**src/rtl/deserializer.sv**
```systemverilog
// Aurora RX frame deserializer: header + NUMBER_PACKET payload frames
// are reassembled into one SEND_DATA_WIDTH word with dst/TTL/source id.
module deserializer #(
  parameter int AURORA_DATA_WIDTH      = 64,
  parameter int SEND_DATA_WIDTH        = 1024,
  parameter int RECOGNIZE_HEADER_WIDTH = 1,
  parameter int RECOGNIZE_ROUTER_WIDTH = 2,
  parameter int HOST_PAYLOAD_WIDTH     = 61,
  parameter int NUMBER_PACKET          = 17,
  parameter int ADDR_WIDTH             = 10,
  parameter int TTL_WIDTH              = 2
) (
  input  logic                              clk,
  input  logic                              rst_n,
  input  logic                              axis_rx_tvalid,
  input  logic                              axis_rx_tlast,
  input  logic [AURORA_DATA_WIDTH-1:0]      axis_rx_tdata,
  output logic                              recv_data_valid,
  output logic [SEND_DATA_WIDTH-1:0]        v_data_write,
  output logic [ADDR_WIDTH-1:0]             dst_addr_recv,
  output logic [TTL_WIDTH-1:0]              TTL_recv,
  output logic [RECOGNIZE_ROUTER_WIDTH-1:0] router_id_recv,
  output logic                              frame_error
);

  localparam int HB = RECOGNIZE_HEADER_WIDTH + RECOGNIZE_ROUTER_WIDTH;
  localparam int CW = $clog2(NUMBER_PACKET);
  localparam int SW = $clog2(SEND_DATA_WIDTH) + 1;
  localparam logic [0:0] S_IDLE = 1'b0;
  localparam logic [0:0] S_PAY  = 1'b1;

  logic [0:0]                        r_state;
  logic [CW-1:0]                     r_cnt;
  logic [SEND_DATA_WIDTH-1:0]        r_buf;
  logic [ADDR_WIDTH-1:0]             r_dst;
  logic [TTL_WIDTH-1:0]              r_ttl;
  logic [RECOGNIZE_ROUTER_WIDTH-1:0] r_id;
  logic                              r_valid;
  logic                              r_err;
  logic [SEND_DATA_WIDTH-1:0]        r_data_o;
  logic [ADDR_WIDTH-1:0]             r_dst_o;
  logic [TTL_WIDTH-1:0]              r_ttl_o;
  logic [RECOGNIZE_ROUTER_WIDTH-1:0] r_id_o;

  logic                              w_hdr;
  logic [RECOGNIZE_ROUTER_WIDTH-1:0] w_id;
  logic [ADDR_WIDTH-1:0]             w_dst;
  logic [TTL_WIDTH-1:0]              w_ttl;
  logic                              w_last_cnt;
  logic                              w_bad;
  logic                              w_done;
  logic                              w_step;
  logic [SW-1:0]                     w_shamt;
  logic [SEND_DATA_WIDTH-1:0]        w_slice;
  logic [SEND_DATA_WIDTH-1:0]        w_mask;
  logic [SEND_DATA_WIDTH-1:0]        w_buf_next;

  assign w_hdr = axis_rx_tdata[0];
  assign w_id  = axis_rx_tdata[RECOGNIZE_HEADER_WIDTH +: RECOGNIZE_ROUTER_WIDTH];
  assign w_dst = axis_rx_tdata[HB +: ADDR_WIDTH];
  assign w_ttl = axis_rx_tdata[HB+ADDR_WIDTH +: TTL_WIDTH];

  assign w_last_cnt = (r_cnt == CW'(NUMBER_PACKET-1));
  assign w_bad  = !w_hdr &&
                  ((w_id != r_id) || (axis_rx_tlast != w_last_cnt));
  assign w_done = !w_hdr && !w_bad && w_last_cnt;
  assign w_step = !w_hdr && !w_bad && !w_last_cnt;

  // Bits of the final slice beyond the word width fall off the shift.
  assign w_shamt    = SW'(r_cnt) * SW'(HOST_PAYLOAD_WIDTH);
  assign w_slice    = SEND_DATA_WIDTH'(axis_rx_tdata[HB +: HOST_PAYLOAD_WIDTH])
                      << w_shamt;
  assign w_mask     = SEND_DATA_WIDTH'({HOST_PAYLOAD_WIDTH{1'b1}})
                      << w_shamt;
  assign w_buf_next = (r_buf & ~w_mask) | w_slice;

  always_ff @(posedge clk or negedge rst_n) begin
    if (!rst_n) begin
      r_state  <= S_IDLE;
      r_cnt    <= '0;
      r_buf    <= '0;
      r_dst    <= '0;
      r_ttl    <= '0;
      r_id     <= '0;
      r_valid  <= 1'b0;
      r_err    <= 1'b0;
      r_data_o <= '0;
      r_dst_o  <= '0;
      r_ttl_o  <= '0;
      r_id_o   <= '0;
    end else begin
      r_valid <= 1'b0;
      r_err   <= 1'b0;
      if (axis_rx_tvalid) begin
        if (r_state == S_IDLE) begin
          if (w_hdr && !axis_rx_tlast) begin
            r_dst   <= w_dst;
            r_ttl   <= w_ttl;
            r_id    <= w_id;
            r_cnt   <= '0;
            r_state <= S_PAY;
          end else begin
            r_err <= 1'b1;
          end
        end else begin
          unique case (1'b1)
            w_hdr: begin
              // Aborts the current packet; the header itself may restart.
              r_err <= 1'b1;
              if (!axis_rx_tlast) begin
                r_dst <= w_dst;
                r_ttl <= w_ttl;
                r_id  <= w_id;
                r_cnt <= '0;
              end else begin
                r_state <= S_IDLE;
              end
            end
            w_bad: begin
              r_err   <= 1'b1;
              r_state <= S_IDLE;
            end
            w_done: begin
              r_buf    <= w_buf_next;
              r_data_o <= w_buf_next;
              r_dst_o  <= r_dst;
              r_ttl_o  <= r_ttl;
              r_id_o   <= r_id;
              r_valid  <= 1'b1;
              r_state  <= S_IDLE;
            end
            w_step: begin
              r_buf <= w_buf_next;
              r_cnt <= r_cnt + 1'b1;
            end
            default: ;
          endcase
        end
      end
    end
  end

  assign recv_data_valid = r_valid;
  assign frame_error     = r_err;
  assign v_data_write    = r_data_o;
  assign dst_addr_recv   = r_dst_o;
  assign TTL_recv        = r_ttl_o;
  assign router_id_recv  = r_id_o;

endmodule
```
**config.mk**
```make
export PLATFORM = sky130hd
export DESIGN_NAME = deserializer
export DESIGN_NICKNAME = d
export VERILOG_FILES = /design/src/rtl/deserializer.sv
export SDC_FILE = /design/constraint.sdc
export NUM_CORES = 2
export LEC_CHECK = 0
export ABC_AREA = 0
export CORE_AREA = 2 2 471 473
export CTS_BUF_LIST = sky130_fd_sc_hd__clkbuf_16
export DETAILED_ROUTE_END_ITERATION = 6
export DIE_AREA = 0 0 473 475
export PLACE_DENSITY = 0.61
export REMOVE_ABC_BUFFERS = 1
export SLEW_MARGIN = 25
export SYNTH_ARGS = -nofsm -noshare
export SYNTH_HDL_FRONTEND = slang
export SYNTH_SLANG_ARGS = --single-unit
export TNS_END_PERCENT = 100
```
**constraint.sdc**
```tcl
create_clock -name clk -period 4.8 [get_ports clk]
set_input_delay 1.2 -clock clk [delete_from_list [all_inputs] [get_ports clk]]
set_output_delay 1.2 -clock clk [all_outputs]
set_load 0.1 [all_outputs]
```
* Word level (Yosys, flattened, before mapping)
Index checks and enable logic that the tools add are counted.
** Word-level totals
- Flip-flop bits (word level) :: 2084
- Latch bits :: 0
- RAM bits :: 0
- Bits in read-only memories :: 0
- Bits of input ports :: 68
- Output and inout bits :: 1040
- Word-level logic and storage cells :: 71
- Memories :: 0
** Operators by class
- $add $sub $neg :: 1
- $mul :: 1
- Div/mod/pow operators :: 0
- $lt $le $gt $ge :: 0
- Equality and inequality tests :: 7
- Shift-type cells :: 2
- Muxes and demuxes :: 27
- Bitwise gates (word level) :: 3
- Reduce and logical (&&, ||, !) cells :: 18
** Operators with widths (count)
- $and A1024 B1024 Y1024 :: 1
- $not A1024 Y1024 :: 1
- $or A1024 B1024 Y1024 :: 1
- $shl A61 B11 Y1024 :: 1
- $shl A61 B11 Y1024 const A :: 1
- $mux W10 :: 4
- $mux W2 :: 8
- $mux W5 :: 3
- $mul A5 B6 Y11 const B :: 1
- $mux W1 :: 10
- $pmux W5 S2 :: 1
- $reduce_and A4 Y1 :: 2
- $reduce_and A3 Y1 :: 2
- $reduce_or A2 Y1 :: 3
- $add A5 B1 Y5 const B :: 1
- $eq A5 B5 Y1 const B :: 1
- $logic_and A1 B1 Y1 :: 5
- $logic_not A1 Y1 :: 4
- $ne A2 B2 Y1 const B :: 2
- $ne A3 B2 Y1 const B :: 1
- $ne A3 B3 Y1 const B :: 1
- $ne A2 B2 Y1 :: 1
- $pmux W1 S2 :: 1
- $reduce_bool A2 Y1 :: 1
- 2 further kinds :: 2

* Logic depth before layout (Yosys ltp)
- Word-level depth :: 10
- Gate-level depth with buffers :: 16

* Worst setup path after synthesis
OpenSTA, ideal clock, no wires.
- Path type :: register to register
- From :: register r_cnt[0]
- To :: register r_buf[794]
- Library setup time :: 66 ps
- Data arrival time :: 3351 ps
- Required time :: 4734 ps
- Setup slack :: 1382 ps
- Stages on the path, launching flop included :: 15
- Path buffers :: 8
- Period minus slack after synthesis :: 3418 ps
- Path through :: dfrtp_1 -> clkbuf_1 -> clkbuf_1 -> clkinv_1 -> clkbuf_1 -> ha_1 -> clkbuf_1 -> nor4bb_1 -> buf_2 -> xnor2_1 -> clkbuf_1 -> and3_1 -> clkbuf_1 -> clkbuf_1 -> a22o_1
** Between the ends
- Cells in the longest elaborated chain, start to end :: 9
** Ends and longest elaborated chain
- start, declared :: RTL line 33 : logic [CW-1:0] r_cnt;
- start signal, assigned :: RTL line 134 : r_cnt <= r_cnt + 1'b1;
- branches (longest 9 deep; another with $mul A5 B6 Y11)
- end signal, assigned :: RTL line 124 : r_buf <= w_buf_next;
- end signal, assigned :: RTL line 133 : r_buf <= w_buf_next;
- end, declared :: RTL line 34 : logic [SEND_DATA_WIDTH-1:0] r_buf;
Several ways; the timed one is not identified.
A chain may end at the register's enable or synchronous reset.

* Worst setup path in the final report
- From :: register r_cnt[1]
- To :: register r_buf[168]
Same word-level chain as after synthesis.

==> flow_metrics.env <==
export IMPL_relSlewSlack_pct=25.8
export IMPL_criticalPathCategory="register to register"
export IMPL_num_rows=172
export IMPL_dieWidth_um=473
export IMPL_ys_seq_elements=2036
export IMPL_finalSetupViolCount=0
export IMPL_clkSlewWorstSetupHoldPaths_ps=60
export IMPL_synth_area_um2=85200
export IMPL_cts_resized_gates=0
export IMPL_worst_slew_pin_slew_ps=1110
export IMPL_crit_fanout=33
export IMPL_synth_xor_area_share_pct=0.0514
export IMPL_synth_warnings=0
export IMPL_synth_compound_area_share_pct=20.1
export IMPL_r2r_end="r_buf[168]"
export IMPL_clkSinkCount=2036
export IMPL_status="finished clean"
export IMPL_track_usage_pct=30.2
export IMPL_fill_cells=19000
export IMPL_routed_wl_mm=349
export IMPL_synth_top_family_by_area="compound AO/OA/AOI/OAI gates"
export IMPL_min_period_ps=4210
export IMPL_synthArstFlopShare_pct=100
export IMPL_ant_nets=0
export IMPL_viasPerCell=6.28
export IMPL_crit_path_end_kind="register"
export IMPL_synthFlopType="dfrtp_1"
export IMPL_insertion_delay_ps=890
export IMPL_regArea_um2=51000
export IMPL_cts_buffers=211
export IMPL_hold_viol=0
export IMPL_syn_inst=6128
export IMPL_drv_cap=0
export IMPL_start_util_pct=38.9
export IMPL_hold_path_class="input pin to async pin"
export IMPL_dieArea_um2=225000
export IMPL_die_y_um=475
export IMPL_drt_iter0_drc=6603
export IMPL_grt_max_degree=131
export IMPL_coreArea_um2=219000
export IMPL_nets=7039
export IMPL_synth_top_area_share_pct=59.8
export IMPL_fin_util_pct=48.5
export IMPL_area_delta_synth_final_pct=24.6
export IMPL_clockBufferDepth=3
export IMPL_rrSetupSlack_ps=590
export IMPL_ys_top_cells_by_count="dfrtp_1, a22o_1, mux2_2, clkbuf_1, o2bb2ai_1"
export IMPL_worst_ep_arrival_time_ps=4970
export IMPL_dr_pass1_iters=6
export IMPL_grt_pass1_wl_mm=487
export IMPL_root_buffer="clkbuf_16"
export IMPL_yosys_top_cells_area="dfrtp_1, a22o_1, mux2_2"
export IMPL_synth_edf_count=0
export IMPL_finalCritPeriodShare_pct=87.7
export IMPL_cts_tree="yes"
export IMPL_fin_worst_skew_ps=47.6
export IMPL_power_w=0.0349
export IMPL_antenna_found_initial=23
export IMPL_wl_per_cell_um=34.8
export IMPL_io_buffers=1107
export IMPL_grt_pass1_vias=62200
export IMPL_yosysMostFrequentCell="dfrtp_1"
export IMPL_seq_area_frac_synth_pct=59.8
export IMPL_yosys_area_share_simple_pct=2.02
export IMPL_synthDistinctLibCells=41
export IMPL_p_per_area_nw_per_um2=329
export IMPL_vias=62900
export IMPL_multi_input_area_um2=31300
export IMPL_drive_gt1_share_pct=21.6
export IMPL_final_cells=10000
export IMPL_critPathRequiredTime_ps=5560
export IMPL_startpoint_type="register"
export IMPL_irDropWorstVdd_mv=0.367
export IMPL_finalInstanceArea_um2=106000
export IMPL_synth_avg_cell_area_um2=13.9
export IMPL_drc=0
export IMPL_p_leak_nw=49.7
export IMPL_io_pins=1108
export IMPL_h_tree_depth=4
export IMPL_place_gp_congestion=0.846
export IMPL_hpwl_mm=223
export IMPL_rsz0062_at_grt="no"
export IMPL_dpl_cell_area_um2=99600
export IMPL_grt_overflow=0
export IMPL_slew_violations=0
export IMPL_dp_cells=9620
export IMPL_post_cts_buffers=0
export IMPL_yosys_area_share_adder_pct=0.0881
export IMPL_cts_hold_buf=0
export IMPL_muxShareOfSynthArea_pct=13.9
export IMPL_regToRegStartpoint="r_cnt[1]"
export IMPL_yosys_area_top_type="dfrtp_1"
export IMPL_fmax_ghz=0.238
export IMPL_rr_worst_depth=9
-- cell usage in the layout (no fill, tap or decap), drive strengths merged, types with 2 or more instances in the layout --
cell,instances
dfrtp,2036
a22o,1499
mux2,1052
clkdlybuf4s50,1048
o2bb2ai,455
buf,318
clkbuf,214
clkinv,110
nor2b,63
nor2,61
nor3,54
inv,53
nand2b,51
nand2,27
or3,21
diode,18
nand3,15
and3,10
nand3b,8
bufinv,8
ha,6
clkinvlp,4
xor2,3
o21ai,3
nor3b,2
xnor2,2
-- metrics by stage --
step | setup slack, ps | hold slack [ps] | TNS (ps)
6_report | 591 | 250 | 0
3_3_place_gp | 202 | 468 | 0
2_1_floorplan | -6000 | 457 | -7200130
5_1_grt | 397 | 279 | 0
3_5_place_dp | 160 | 473 | 0
4_1_cts | 568 | 289 | 0
-- routing by layer --
metal | track usage, % | up-vias | part of all wire, %
li1 | - | 25000 | -
met1 | 41.3 | 33500 | 41
met2 | 45.4 | 3784 | 45
met3 | 7.60 | 678 | 9.8
met4 | 13.2 | 16 | 4.6
met5 | 0.108 | - | 0.038
-- kinds of logic after synthesis --
family,count (synthesis)
mux,1052
simple gates,320
fa+ha+maj,6
buf+inv,748
xor+xnor,5
compound gates,1961
flops,2036
-- worst max path at each step --
stage,startpoint,end,slack [ps],cells after the start
global placement,axis_rx_tdata[1],v_data_write[226],200,8
CTS,r_cnt[1],r_buf[168],570,9
global route,r_cnt[1],r_buf[122],400,9
floorplan,r_cnt[0],v_data_write[0],-6000,7
detailed placement,axis_rx_tdata[1],v_data_write[996],160,8
finish,r_cnt[1],r_buf[168],590,9
-- flip-flops by register name, summed over array words and instances (netlist names), 2 cells and up --
name            count
v_data_write     1024
TTL_recv            2
r_id                2
dst_addr_recv      10
r_cnt               5
r_dst              10
r_buf             976
r_ttl               2
router_id_recv      2
-- worst max-delay path, cell delays in order, from the launching register on --
cell and delay (ps):
dfrtp_1 700, inv_1 290, ha_1 390, nor4bb_1 200, buf_4 200, xnor2_2 770
buf_4 330, nand3_4 530, buf_12 440, o2bb2ai_1 190
-- power breakdown --
group | internal, W | switching [W] | total [W] | leakage, nW
registers | 0.0173 | 0.000113 | 0.0175 | 28.4
clock network | 0.00852 | 0.00724 | 0.0158 | 3.34
logic | 0.000428 | 0.00128 | 0.00171 | 17.9
total | 0.0263 | 0.00864 | 0.0349 | 49.7
-- layout make-up --
type                    instances  share of cell area, %
well taps                    2871                   3.38
flip-flops and latches       2036                   48.0
clock inverters               169                   1.07
multi-input cells            3344                   29.4
diodes                         18                 0.0424
repair buffers               1366                   13.0
clock buffers                 214                   5.04
inverters                       6                 0.0365
Power figures use the tool's default switching activity.
